===== src/rtl/ip_codma_bus_arbiter_if.sv =====
// ip_codma_bus_arbiter_if: requester-side and memory-port signals of the CODMA bus arbiter
// master: the arbiter (drives grants, memory request and error report)
// slave : the environment (requesters plus memory port)
interface ip_codma_bus_arbiter_if #(parameter int NUM_REQ = 3);
    logic [NUM_REQ-1:0]      req_i;
    logic [NUM_REQ-1:0][3:0] size_i;
    logic [NUM_REQ-1:0]      write_i;
    logic                    abort_i;
    logic [NUM_REQ-1:0]      gnt_o;
    logic                    mem_req_o;
    logic [3:0]              mem_size_o;
    logic                    mem_write_o;
    logic                    mem_grant_i;
    logic                    mem_rvalid_i;
    logic                    mem_wready_i;
    logic                    mem_error_i;
    logic                    err_o;
    logic [1:0]              err_code_o;
    logic [1:0]              owner_o;
    modport master (
        input  req_i, size_i, write_i, abort_i, mem_grant_i, mem_rvalid_i, mem_wready_i, mem_error_i,
        output gnt_o, mem_req_o, mem_size_o, mem_write_o, err_o, err_code_o, owner_o
    );
    modport slave (
        output req_i, size_i, write_i, abort_i, mem_grant_i, mem_rvalid_i, mem_wready_i, mem_error_i,
        input  gnt_o, mem_req_o, mem_size_o, mem_write_o, err_o, err_code_o, owner_o
    );
endinterface


===== src/rtl/ip_codma_bus_arbiter.sv =====
// ip_codma_bus_arbiter: round-robin owner of the CODMA memory port with burst beat counting and watchdog
// clk_i   : clock, rising edge
// reset_i : asynchronous active-high reset
// bus     : requesters (req/size/write/abort, gnt) and memory port (req/size/write, grant/rvalid/wready/error), err/err_code/owner
module ip_codma_bus_arbiter #(
    parameter int NUM_REQ = 3,
    parameter int TIMEOUT = 256
) (
    input  logic                    clk_i,
    input  logic                    reset_i,
    ip_codma_bus_arbiter_if.master  bus
);
    localparam int WW = TIMEOUT > 0 ? $clog2(TIMEOUT + 1) : 1;

    typedef enum logic [1:0] {ARB_IDLE, ARB_REQ, ARB_BUSY, ARB_ERR} state_t;

    state_t        state_q, state_d;
    logic [1:0]    rr_ptr, rr_d, owner_d, code_d, win, idx, bm1_q, bm1_d;
    logic [2:0]    beat_cnt, beat_d;
    logic [WW-1:0] wd_cnt, wd_d;
    logic [3:0]    size_q, size_d, sz;
    logic          wr_q, wr_d, active, beat, last, done, wd_exp, sz_ok;

    function automatic logic [1:0] nxt(input logic [1:0] o);
        return o == 2'(NUM_REQ - 1) ? 2'd0 : o + 2'd1;
    endfunction

    // Scan downward so the requester closest at/after rr_ptr is the last to overwrite win.
    always_comb begin
        win = rr_ptr;
        idx = '0;
        for (int i = NUM_REQ - 1; i >= 0; i--) begin
            idx = 2'((int'(rr_ptr) + i) % NUM_REQ);
            win = bus.req_i[idx] ? idx : win;
        end
    end

    always_comb begin
        state_d = state_q;
        rr_d    = rr_ptr;
        owner_d = bus.owner_o;
        code_d  = bus.err_code_o;
        size_d  = size_q;
        wr_d    = wr_q;
        bm1_d   = bm1_q;
        beat_d  = beat_cnt;
        sz      = bus.size_i[win];
        sz_ok   = sz == 4'd3 || sz == 4'd8 || sz == 4'd9;
        active  = state_q == ARB_REQ || state_q == ARB_BUSY;
        wd_d    = active && wd_cnt != '1 ? wd_cnt + 1'b1 : wd_cnt;
        beat    = wr_q ? bus.mem_wready_i : bus.mem_rvalid_i;
        last    = beat && beat_cnt == {1'b0, bm1_q};
        // a beat coincident with the memory grant already counts
        done    = last && (state_q == ARB_BUSY || (state_q == ARB_REQ && bus.mem_grant_i));
        wd_exp  = TIMEOUT != 0 && active && wd_cnt == WW'(TIMEOUT - 1);
        if (bus.abort_i) begin
            state_d = ARB_IDLE;
            rr_d    = active ? nxt(bus.owner_o) : rr_ptr;
        end else if (active && bus.mem_error_i) begin
            state_d = ARB_ERR;
            code_d  = 2'd2;
            rr_d    = nxt(bus.owner_o);
        end else if (wd_exp && !done) begin
            state_d = ARB_ERR;
            code_d  = 2'd3;
            rr_d    = nxt(bus.owner_o);
        end else if (done) begin
            state_d = ARB_IDLE;
            rr_d    = nxt(bus.owner_o);
        end else begin
            case (state_q)
                ARB_IDLE: if (|bus.req_i) begin
                    owner_d = win;
                    size_d  = sz;
                    wr_d    = bus.write_i[win];
                    bm1_d   = sz == 4'd3 ? 2'd0 : sz == 4'd8 ? 2'd2 : 2'd3;
                    beat_d  = '0;
                    wd_d    = '0;
                    state_d = sz_ok ? ARB_REQ : ARB_ERR;
                    code_d  = sz_ok ? code_d : 2'd1;
                    rr_d    = sz_ok ? rr_ptr : nxt(win);
                end
                ARB_REQ: if (bus.mem_grant_i) begin
                    state_d = ARB_BUSY;
                    beat_d  = {2'b0, beat};
                end
                ARB_BUSY: beat_d = beat_cnt + {2'b0, beat};
                default:  state_d = ARB_IDLE;
            endcase
        end
    end

    always_ff @(posedge clk_i or posedge reset_i) begin
        if (reset_i) begin
            state_q         <= ARB_IDLE;
            rr_ptr          <= '0;
            beat_cnt        <= '0;
            wd_cnt          <= '0;
            size_q          <= '0;
            wr_q            <= 1'b0;
            bm1_q           <= '0;
            bus.gnt_o       <= '0;
            bus.mem_req_o   <= 1'b0;
            bus.mem_size_o  <= '0;
            bus.mem_write_o <= 1'b0;
            bus.err_o       <= 1'b0;
            bus.err_code_o  <= '0;
            bus.owner_o     <= '0;
        end else begin
            state_q         <= state_d;
            rr_ptr          <= rr_d;
            beat_cnt        <= beat_d;
            wd_cnt          <= wd_d;
            size_q          <= size_d;
            wr_q            <= wr_d;
            bm1_q           <= bm1_d;
            bus.gnt_o       <= state_d == ARB_BUSY ? NUM_REQ'(1) << owner_d : '0;
            bus.mem_req_o   <= state_d == ARB_REQ || state_d == ARB_BUSY;
            bus.mem_size_o  <= state_d == ARB_REQ || state_d == ARB_BUSY ? size_d : 4'd0;
            bus.mem_write_o <= (state_d == ARB_REQ || state_d == ARB_BUSY) && wr_d;
            bus.err_o       <= state_d == ARB_ERR;
            bus.err_code_o  <= code_d;
            bus.owner_o     <= owner_d;
        end
    end
endmodule


===== src/flat_wrapper.sv =====
// flat-port wrapper written by rule: the top's interface ports become plain ports
module ip_codma_bus_arbiter_flat 
#(
    parameter int NUM_REQ = 3,
    parameter int TIMEOUT = 256
)
  (clk_i, reset_i, bus_req_i, bus_size_i, bus_write_i, bus_abort_i, bus_mem_grant_i, bus_mem_rvalid_i, bus_mem_wready_i, bus_mem_error_i, bus_gnt_o, bus_mem_req_o, bus_mem_size_o, bus_mem_write_o, bus_err_o, bus_err_code_o, bus_owner_o);
  ip_codma_bus_arbiter_if #(.NUM_REQ(NUM_REQ)) bus_i ();
  input  logic clk_i;
  input  logic reset_i;
  input wire logic [$bits(bus_i.req_i)-1:0] bus_req_i;
  input wire logic [$bits(bus_i.size_i)-1:0] bus_size_i;
  input wire logic [$bits(bus_i.write_i)-1:0] bus_write_i;
  input wire logic [$bits(bus_i.abort_i)-1:0] bus_abort_i;
  input wire logic [$bits(bus_i.mem_grant_i)-1:0] bus_mem_grant_i;
  input wire logic [$bits(bus_i.mem_rvalid_i)-1:0] bus_mem_rvalid_i;
  input wire logic [$bits(bus_i.mem_wready_i)-1:0] bus_mem_wready_i;
  input wire logic [$bits(bus_i.mem_error_i)-1:0] bus_mem_error_i;
  output wire logic [$bits(bus_i.gnt_o)-1:0] bus_gnt_o;
  output wire logic [$bits(bus_i.mem_req_o)-1:0] bus_mem_req_o;
  output wire logic [$bits(bus_i.mem_size_o)-1:0] bus_mem_size_o;
  output wire logic [$bits(bus_i.mem_write_o)-1:0] bus_mem_write_o;
  output wire logic [$bits(bus_i.err_o)-1:0] bus_err_o;
  output wire logic [$bits(bus_i.err_code_o)-1:0] bus_err_code_o;
  output wire logic [$bits(bus_i.owner_o)-1:0] bus_owner_o;
  assign bus_i.req_i = bus_req_i;
  assign bus_i.size_i = bus_size_i;
  assign bus_i.write_i = bus_write_i;
  assign bus_i.abort_i = bus_abort_i;
  assign bus_i.mem_grant_i = bus_mem_grant_i;
  assign bus_i.mem_rvalid_i = bus_mem_rvalid_i;
  assign bus_i.mem_wready_i = bus_mem_wready_i;
  assign bus_i.mem_error_i = bus_mem_error_i;
  assign bus_gnt_o = bus_i.gnt_o;
  assign bus_mem_req_o = bus_i.mem_req_o;
  assign bus_mem_size_o = bus_i.mem_size_o;
  assign bus_mem_write_o = bus_i.mem_write_o;
  assign bus_err_o = bus_i.err_o;
  assign bus_err_code_o = bus_i.err_code_o;
  assign bus_owner_o = bus_i.owner_o;
  ip_codma_bus_arbiter #(.NUM_REQ(NUM_REQ), .TIMEOUT(TIMEOUT)) u_core (.clk_i(clk_i), .reset_i(reset_i), .bus(bus_i));
endmodule

===== config.mk =====
export PLATFORM = sky130hd
export DESIGN_NAME = ip_codma_bus_arbiter_flat
export DESIGN_NICKNAME = d
export VERILOG_FILES = /design/src/rtl/ip_codma_bus_arbiter_if.sv /design/src/rtl/ip_codma_bus_arbiter.sv /design/src/flat_wrapper.sv
export SDC_FILE = /design/constraint.sdc
export NUM_CORES = 1
export LEC_CHECK = 0
export ABC_CLOCK_PERIOD_IN_PS = 2770
export CAP_MARGIN = 30
export CORE_AREA = 2 2 88 90
export CTS_BUF_LIST = sky130_fd_sc_hd__clkbuf_8
export DETAILED_ROUTE_END_ITERATION = 8
export DIE_AREA = 0 0 90 92
export GPL_TIMING_DRIVEN = 0
export SLEW_MARGIN = 5
export SYNTH_ARGS = -nofsm -noshare
export SYNTH_HDL_FRONTEND = slang
export SYNTH_SLANG_ARGS = --single-unit

===== constraint.sdc =====
create_clock -name clk_i -period 2.77 [get_ports clk_i]
set_input_delay 0.277 -clock clk_i [delete_from_list [all_inputs] [get_ports clk_i]]
set_output_delay 0.277 -clock clk_i [all_outputs]
set_load 0.02 [all_outputs]

# Word-level counts from Yosys, hierarchy flattened

Index checks and enable logic that the tools add are counted.

Output and inout bits: 14
Bits in registers: 37
Logic and storage cells: 146

Div/mod/pow operators: 3
Eq/ne operators: 19
Order comparisons: 4
Multiplexer cells: 70
$add $sub $neg: 6
Reduce and logical (&&, ||, !) cells: 25
Bitwise operators: 4
Shift-type cells: 1

Operators by type and width:

| operator                | count |
|---|---|
| $mux W2                 | 33 |
| $mod A32 B3 Y32 const B | 2 |
| $mux W9                 | 7 |
| $mod A3 B3 Y32 const B  | 1 |
| $mux W4                 | 8 |
| $lt A2 B3 Y1 const B    | 4 |
| $mux W1                 | 12 |
| $eq A2 B2 Y1 const B    | 5 |
| $reduce_bool A5 Y1      | 2 |
| $add A9 B1 Y9 const B   | 1 |
| $eq A9 B8 Y1 const B    | 1 |
| $mux W3                 | 3 |
| $ne A9 B9 Y1 const B    | 1 |
| $pmux W3 S3             | 1 |
| $reduce_bool A3 Y1      | 3 |
| $bmux W1 S2             | 4 |
| $bmux W4 S2             | 1 |
| $eq A4 B4 Y1 const B    | 2 |
| $logic_and A1 B1 Y1     | 8 |
| $reduce_and A7 Y1       | 1 |
| $ne A3 B3 Y1 const B    | 2 |
| $pmux W2 S3             | 1 |
| $reduce_and A6 Y1       | 1 |
| $logic_or A1 B1 Y1      | 5 |
| 17 further kinds        | 23 |

# Longest topological paths before layout

Word-level depth: 22
Gate-level depth with buffers: 17
Depth with buffers taken out: 15

# Worst setup path before layout

No wires, ideal clock.

Kind: flip-flop to flip-flop
Start point: register u_core.rr_ptr[0]
End point: register u_core.bus.gnt_o[0]
Required time: 2699 ps
Period minus slack after synthesis: 3032 ps
Path buffers: 1
Slack: -262 ps
Stages on the path, launching flop included: 16
Library setup time: 71 ps
Data arrival time: 2961 ps
Cells stage by stage: dfrtp_1 > inv_1 > ha_1 > buf_4 > nand2_1 > a22oi_1 > o32a_1 > o22ai_1 > or3b_4 > nand4b_2 > a211oi_1 > o21ai_0 > ha_1 > inv_1 > or2_2 > nor2_1

Cells in the longest elaborated chain, start to end: 21

Ends and longest elaborated chain:

| item                              | line                          | text |
|---|---|---|
| start, declared                   | ip_codma_bus_arbiter.sv:18    | `logic [1:0] rr_ptr, rr_d, owner_d, code_d, win, idx, bm1_q, bm1_d;` |
| start signal, assigned            | ip_codma_bus_arbiter.sv:111   | `rr_ptr <= rr_d;` |
| $add A2 B2 Y3                     | ip_codma_bus_arbiter.sv:33    | `idx = 2'((int'(rr_ptr) + i) % NUM_REQ);` |
| $mod A32 B3 Y32                   | ip_codma_bus_arbiter.sv:33    |  |
| $bmux W1 S2                       | ip_codma_bus_arbiter.sv:34    | `win = bus.req_i[idx] ? idx : win;` |
| $mux W1 (implied by the code)     | ip_codma_bus_arbiter.sv:34    |  |
| $mux W2 (2 in series)             | ip_codma_bus_arbiter.sv:34    |  |
| $mux W2 (*)                       | ip_codma_bus_arbiter.sv:34    |  |
| $bmux W4 S2 (*)                   | ip_codma_bus_arbiter.sv:47    | `sz = bus.size_i[win];` |
| $mux W4 (implied by the code) (*) | ip_codma_bus_arbiter.sv:47    |  |
| [5 not listed]                    | n/a                           |  |
| $pmux W2 S3 (*)                   | ip_codma_bus_arbiter.sv:71    | `case (state_q)` |
| $mux W2 (*)                       | ip_codma_bus_arbiter.sv:67    | `end else if (done) begin` |
| $mux W2 (*)                       | ip_codma_bus_arbiter.sv:63    | `end else if (wd_exp && !done) begin` |
| $mux W2 (*)                       | ip_codma_bus_arbiter.sv:59    | `end else if (active && bus.mem_error_i) begin` |
| $mux W2 (*)                       | ip_codma_bus_arbiter.sv:56    | `if (bus.abort_i) begin` |
| net u_core.state_d[1]             | ip_codma_bus_arbiter.sv:17    | `state_t state_q, state_d;` |
| $eq A2 B2 Y1 (*)                  | ip_codma_bus_arbiter.sv:117   | `bus.gnt_o <= state_d == ARB_BUSY ? NUM_REQ'(1) << owner_d : '0;` |
| $mux W3 (*)                       | ip_codma_bus_arbiter.sv:117   |  |
| end signal, assigned              | ip_codma_bus_arbiter.sv:117   |  |
| end, declared                     | ip_codma_bus_arbiter_if.sv:22 | `output gnt_o, mem_req_o, mem_size_o, mem_write_o, err_o, err_code_o, owner_o` |

The timed path passes the listed nets; every way through them passes the cells marked *. The select of a mux whose other input is x is not followed.
A chain may end at the register's enable or synchronous reset.

# Worst setup path after layout

Start point: register u_core.rr_ptr[1]
End point: register u_core.bus.mem_size_o[2]

Cells in the longest elaborated chain, start to end: 22

Ends and longest elaborated chain:

| item                                         | line                          | text |
|---|---|---|
| $add A2 B2 Y3                                | ip_codma_bus_arbiter.sv:33    |  |
| $mod A32 B3 Y32                              | ip_codma_bus_arbiter.sv:33    |  |
| $bmux W1 S2                                  | ip_codma_bus_arbiter.sv:34    |  |
| $mux W1 (implied by the code)                | ip_codma_bus_arbiter.sv:34    |  |
| $mux W2 (2 in series)                        | ip_codma_bus_arbiter.sv:34    |  |
| $mux W2 (*)                                  | ip_codma_bus_arbiter.sv:34    |  |
| $bmux W4 S2 (*)                              | ip_codma_bus_arbiter.sv:47    |  |
| $mux W4 (implied by the code) (*)            | ip_codma_bus_arbiter.sv:47    |  |
| [6 not listed]                               | n/a                           |  |
| $mux W2 (*)                                  | ip_codma_bus_arbiter.sv:67    |  |
| $mux W2 (*)                                  | ip_codma_bus_arbiter.sv:63    |  |
| $mux W2 (*)                                  | ip_codma_bus_arbiter.sv:59    |  |
| $mux W2 (*)                                  | ip_codma_bus_arbiter.sv:56    |  |
| net u_core.state_d[1]                        | ip_codma_bus_arbiter.sv:17    |  |
| $eq A2 B1 Y1 or $eq A2 B2 Y1 (tied branches) | ip_codma_bus_arbiter.sv:119   | `bus.mem_size_o <= state_d == ARB_REQ \|\| state_d == ARB_BUSY ? size_d : 4'd0;` |
| $logic_or A1 B1 Y1 (*)                       | ip_codma_bus_arbiter.sv:119   |  |
| $mux W4 (*)                                  | ip_codma_bus_arbiter.sv:119   |  |
| end signal, assigned                         | ip_codma_bus_arbiter.sv:119   |  |
| end, declared                                | ip_codma_bus_arbiter_if.sv:22 |  |

Marked as above.

==> summary.md <==
| Metric | Value |
|---|---|
| Critical Path Max Stage Delay | 430 ps |
| Core ar. | 7447 sq um |
| Buf/Inv on CP | 2 |
| WHS | 438.1 ps |
| Worst Tran Pin Value | 769.8 ps |
| Slew margin rel. | 48.61% |
| Fmax | 0.3443 GHz |
| Die ar. | 8280 sq um |
| Clk_skew | 7.606 ps |
| Clock buffer depth | 2 |
| Antenna violations before repair | 0 |
| Required time worst endpoint | 2960 ps |
| Yosys warnings | 0 |
| Wire per inst | 13.28 microns |
| Slew Limit Fails | 0 |
| WL met2 | 2.679 mm |
| Clock transition at the registers of the reported paths | 80 ps |
| CTS H-Tree Depth | 2 |
| Setup_tns | -999.7 ps |
| Pin count of the biggest net entering global routing | 38 |
| Vias per cell | 4.727 |
| Clock sink count | 37 |
| Area delta synth->final | 44.49% |
| First-pass GRT wire length | 9.308 mm |
| Gr usage total | 13.84% |
| Highest-count cells in the layout ignoring fill and taps | 38 x clkdlybuf4s50_1, 37 x dfrtp_1, 28 x nor2_1 |
| Total gr overflow | 0 |
| Status | finished, violations left |
| Mean post-synth cell area | 9.356 sq um |
| Nets in the synthesized netlist | 284 |
| Hold Path Class | input port to async pin |
| Row cnt | 32 |
| Final setup violation count | 9 |
| Most used cell, CP | ha_4 |
| Syn Inst Count | 245 |
| CTS Hold Bufs | 0 |
| Drt first pass iters | 4 |
| Unique masters post-synth | 52 |
| Sequential area share after synthesis | 40.39% |
| Critical Path Start Type | register |
| FILL cells | 710 |
| Worst skew pair latency | 290 ps |
| Max-Cap Viols | 0 |
| Post-layout min period | 2904 ps |
| Root Buffer | clkbuf_8 |
| Crit path cell chain | ha_4, nand3b_1, o211ai_2, o221ai_4, buf_6, o211ai_1, a21oi_2, nand4b_4, a211oi_2, o21ai_2, ha_4, inv_4, and2_4 |
| Tcrit/Tclk final | 104.9% |
| Wire length on met1 | 2.524 mm |
| Vias post-DR | 1943 |
| Port bufs | 38 |
| CP top delay family | compound AO/OA/AOI/OAI gates |
| Num CTS Buffers | 5 |
| RD Place Congestion | 0.8347 |
| Post-DP HPWL | 3.820 mm |
| DIE WIDTH | 90 microns |
| Pwr dens | 1281 nW/um^2 |
| Async S/R FF share, synth | 100.0% |
| Synth Cell Area | 2292 sq um |
| Peak supply drop | 0.6036 mV |
| Share of layout cells above drive strength 1 | 27.18% |
| Initial cell density of the core | 30.78% |
| # diodes | 0 |
| RSZ-0062 raised after global routing | true |
| Reg area | 925.9 sq um |
| CP max-delay cell | dfrtp_1 |
| Layout Nets | 347 |
| Synth Register Bits | 37 |
| Residual DRC | 0 |
| DRT Wirelength | 5.460 mm |
| Slack of the critical path | -134.3 ps |
| # IOs | 39 |
| Leading cell type in the layout, fill and taps excluded | clkdlybuf4s50_1 |
| Die Y | 92 microns |
| 1st-iter DRT viols | 71 |
| Top_reg_cell synth | dfrtp_1 |
| Met3 wire len | 233 microns |
| CP arrival | 3100 ps |
| CP Capture Type | register |
| DRT antenna net count | 0 |
| Violated checks | setup timing |
| Max FO, Critical Path | 6 |
| Leak | 1.433 nW |
| Top Metal Used | met4 |
| Final hold vios | 0 |
| Post-synth EDFFs | 0 |
| Critical path class | register to register |
| Vias in the first global route | 1963 |
| Util after Layout | 44.47% |
| CTS tree | done |
| Multi-input gate area | 1478 sq um |
## cell families (layout without fill, tap and decap cells)
family | Yosys count | count (layout) | share of synthesized area [%]
flip-flops | 37 | 37 | 40.39
adder cells (fa/ha/maj) | 14 | 14 | 7.642
AO/OA/AOI/OAI | 55 | 55 | 17.25
buffers and inverters | 25 | 89 | 4.367
AND/OR/NAND/NOR | 91 | 91 | 20.30
multiplexers | 14 | 14 | 6.605
XOR/XNOR | 9 | 9 | 3.439
## layout make-up
| class | count | share of cell area (%) |
|---|---|---|
| Clock inverter | 3 | 2.078 |
| Sequential cell | 37 | 27.96 |
| Tap cell | 102 | 3.853 |
| Clock buffer | 5 | 2.078 |
| Buffer | 3 | 0.7178 |
| Multi-Input combinational cell | 183 | 44.62 |
| Timing Repair Buffer | 57 | 16.24 |
| Inverter | 21 | 2.456 |
## worst register-to-register path, stage by stage, from the launching register on
cell and delay, ps:
dfrtp_1 430, ha_4 320, nand3b_1 160, o211ai_2 130, o221ai_4 190, buf_6 160, o211ai_1 220, a21oi_2 110
nand4b_4 240, a211oi_2 290, o21ai_2 110, ha_4 290, inv_4 40, and2_4 120
## worst paths after layout
path | from | end | slack, ps | depth (start not counted)
max | u_core.rr_ptr[1] | u_core.bus.mem_size_o[2] | -130 | 13
min | reset_i | u_core.wd_cnt[4] | 440 | 2
min reg2reg | u_core.size_q[1] | u_core.size_q[1] | 510 | 1
max in group asynchronous | reset_i | u_core.state_q[0] | 1840 | 2
min in group clk_i | u_core.size_q[1] | u_core.size_q[1] | 510 | 1
max reg2reg | u_core.rr_ptr[1] | u_core.bus.mem_size_o[2] | -130 | 13
## metrics by stage
| stage | setup WS [ps] | instance area, sq um | total power [mW] | instances |
|---|---|---|---|---|
| 6_report | -134.3 | 3312 | 4.243 | 411 |
| 3_5_place_dp | -486.2 | 2833 | 2.908 | 385 |
| 4_1_cts | -207.3 | 3213 | 4.000 | 408 |
| 5_1_grt | -325.5 | 3312 | 4.574 | 411 |
| 2_1_floorplan | -76.33 | 2325 | 2.371 | 245 |
| 3_3_place_gp | -473.7 | 2833 | 2.885 | 385 |
## where the power goes
group / internal [mW] / switching [mW] / leakage, nW / total [mW]
sequential: 0.724 / 0.116 / 0.472 / 0.841
clock: 0.362 / 0.203 / 0.0687 / 0.566
combinational: 1.40 / 1.44 / 0.892 / 2.84
## sequential cells by signal (all words and copies together), names as in the netlist, 2 cells and up
signal / cells
u_core.wd_cnt: 9
u_core.bus.mem_size_o: 4
u_core.size_q: 4
u_core.beat_cnt: 3
u_core.bus.gnt_o: 3
u_core.bm1_q: 2
u_core.bus.err_code_o: 2
u_core.bus.owner_o: 2
u_core.rr_ptr: 2
u_core.state_q: 2
## cell usage after synthesis (all sizes together) (3+ instances only)
master | instances | area share [%]
xor2 | 7 | 2.7
buf | 3 | 0.76
o211ai | 5 | 2.3
a21oi | 11 | 2.4
mux2i | 8 | 3.5
nand2 | 16 | 2.7
a31oi | 5 | 1.6
ha | 14 | 7.6
o21ai | 16 | 4.1
inv | 21 | 3.4
nor2 | 29 | 4.7
and3 | 3 | 1.0
nand4 | 4 | 1.1
nand3 | 11 | 2.4
nor2b | 3 | 0.82
dfrtp | 37 | 40
nand2b | 7 | 1.9
and2 | 9 | 2.5
mux2 | 6 | 3.1
## repair_timing
action,4_1_cts,5_1_grt
gates resized for setup,25,21
cloned,1,0
pin swaps,16,16
setup buffers,15,3
setup endpoints to repair,15,28
## per-layer routing
metal / vias up / track usage (%)
met5: - / 0
li1: 982 / -
met4: 0 / 2.564
met3: 2 / 4.108
met2: 32 / 23.62
met1: 927 / 17.58
Note: power is estimated with default switching activity, not from simulation.
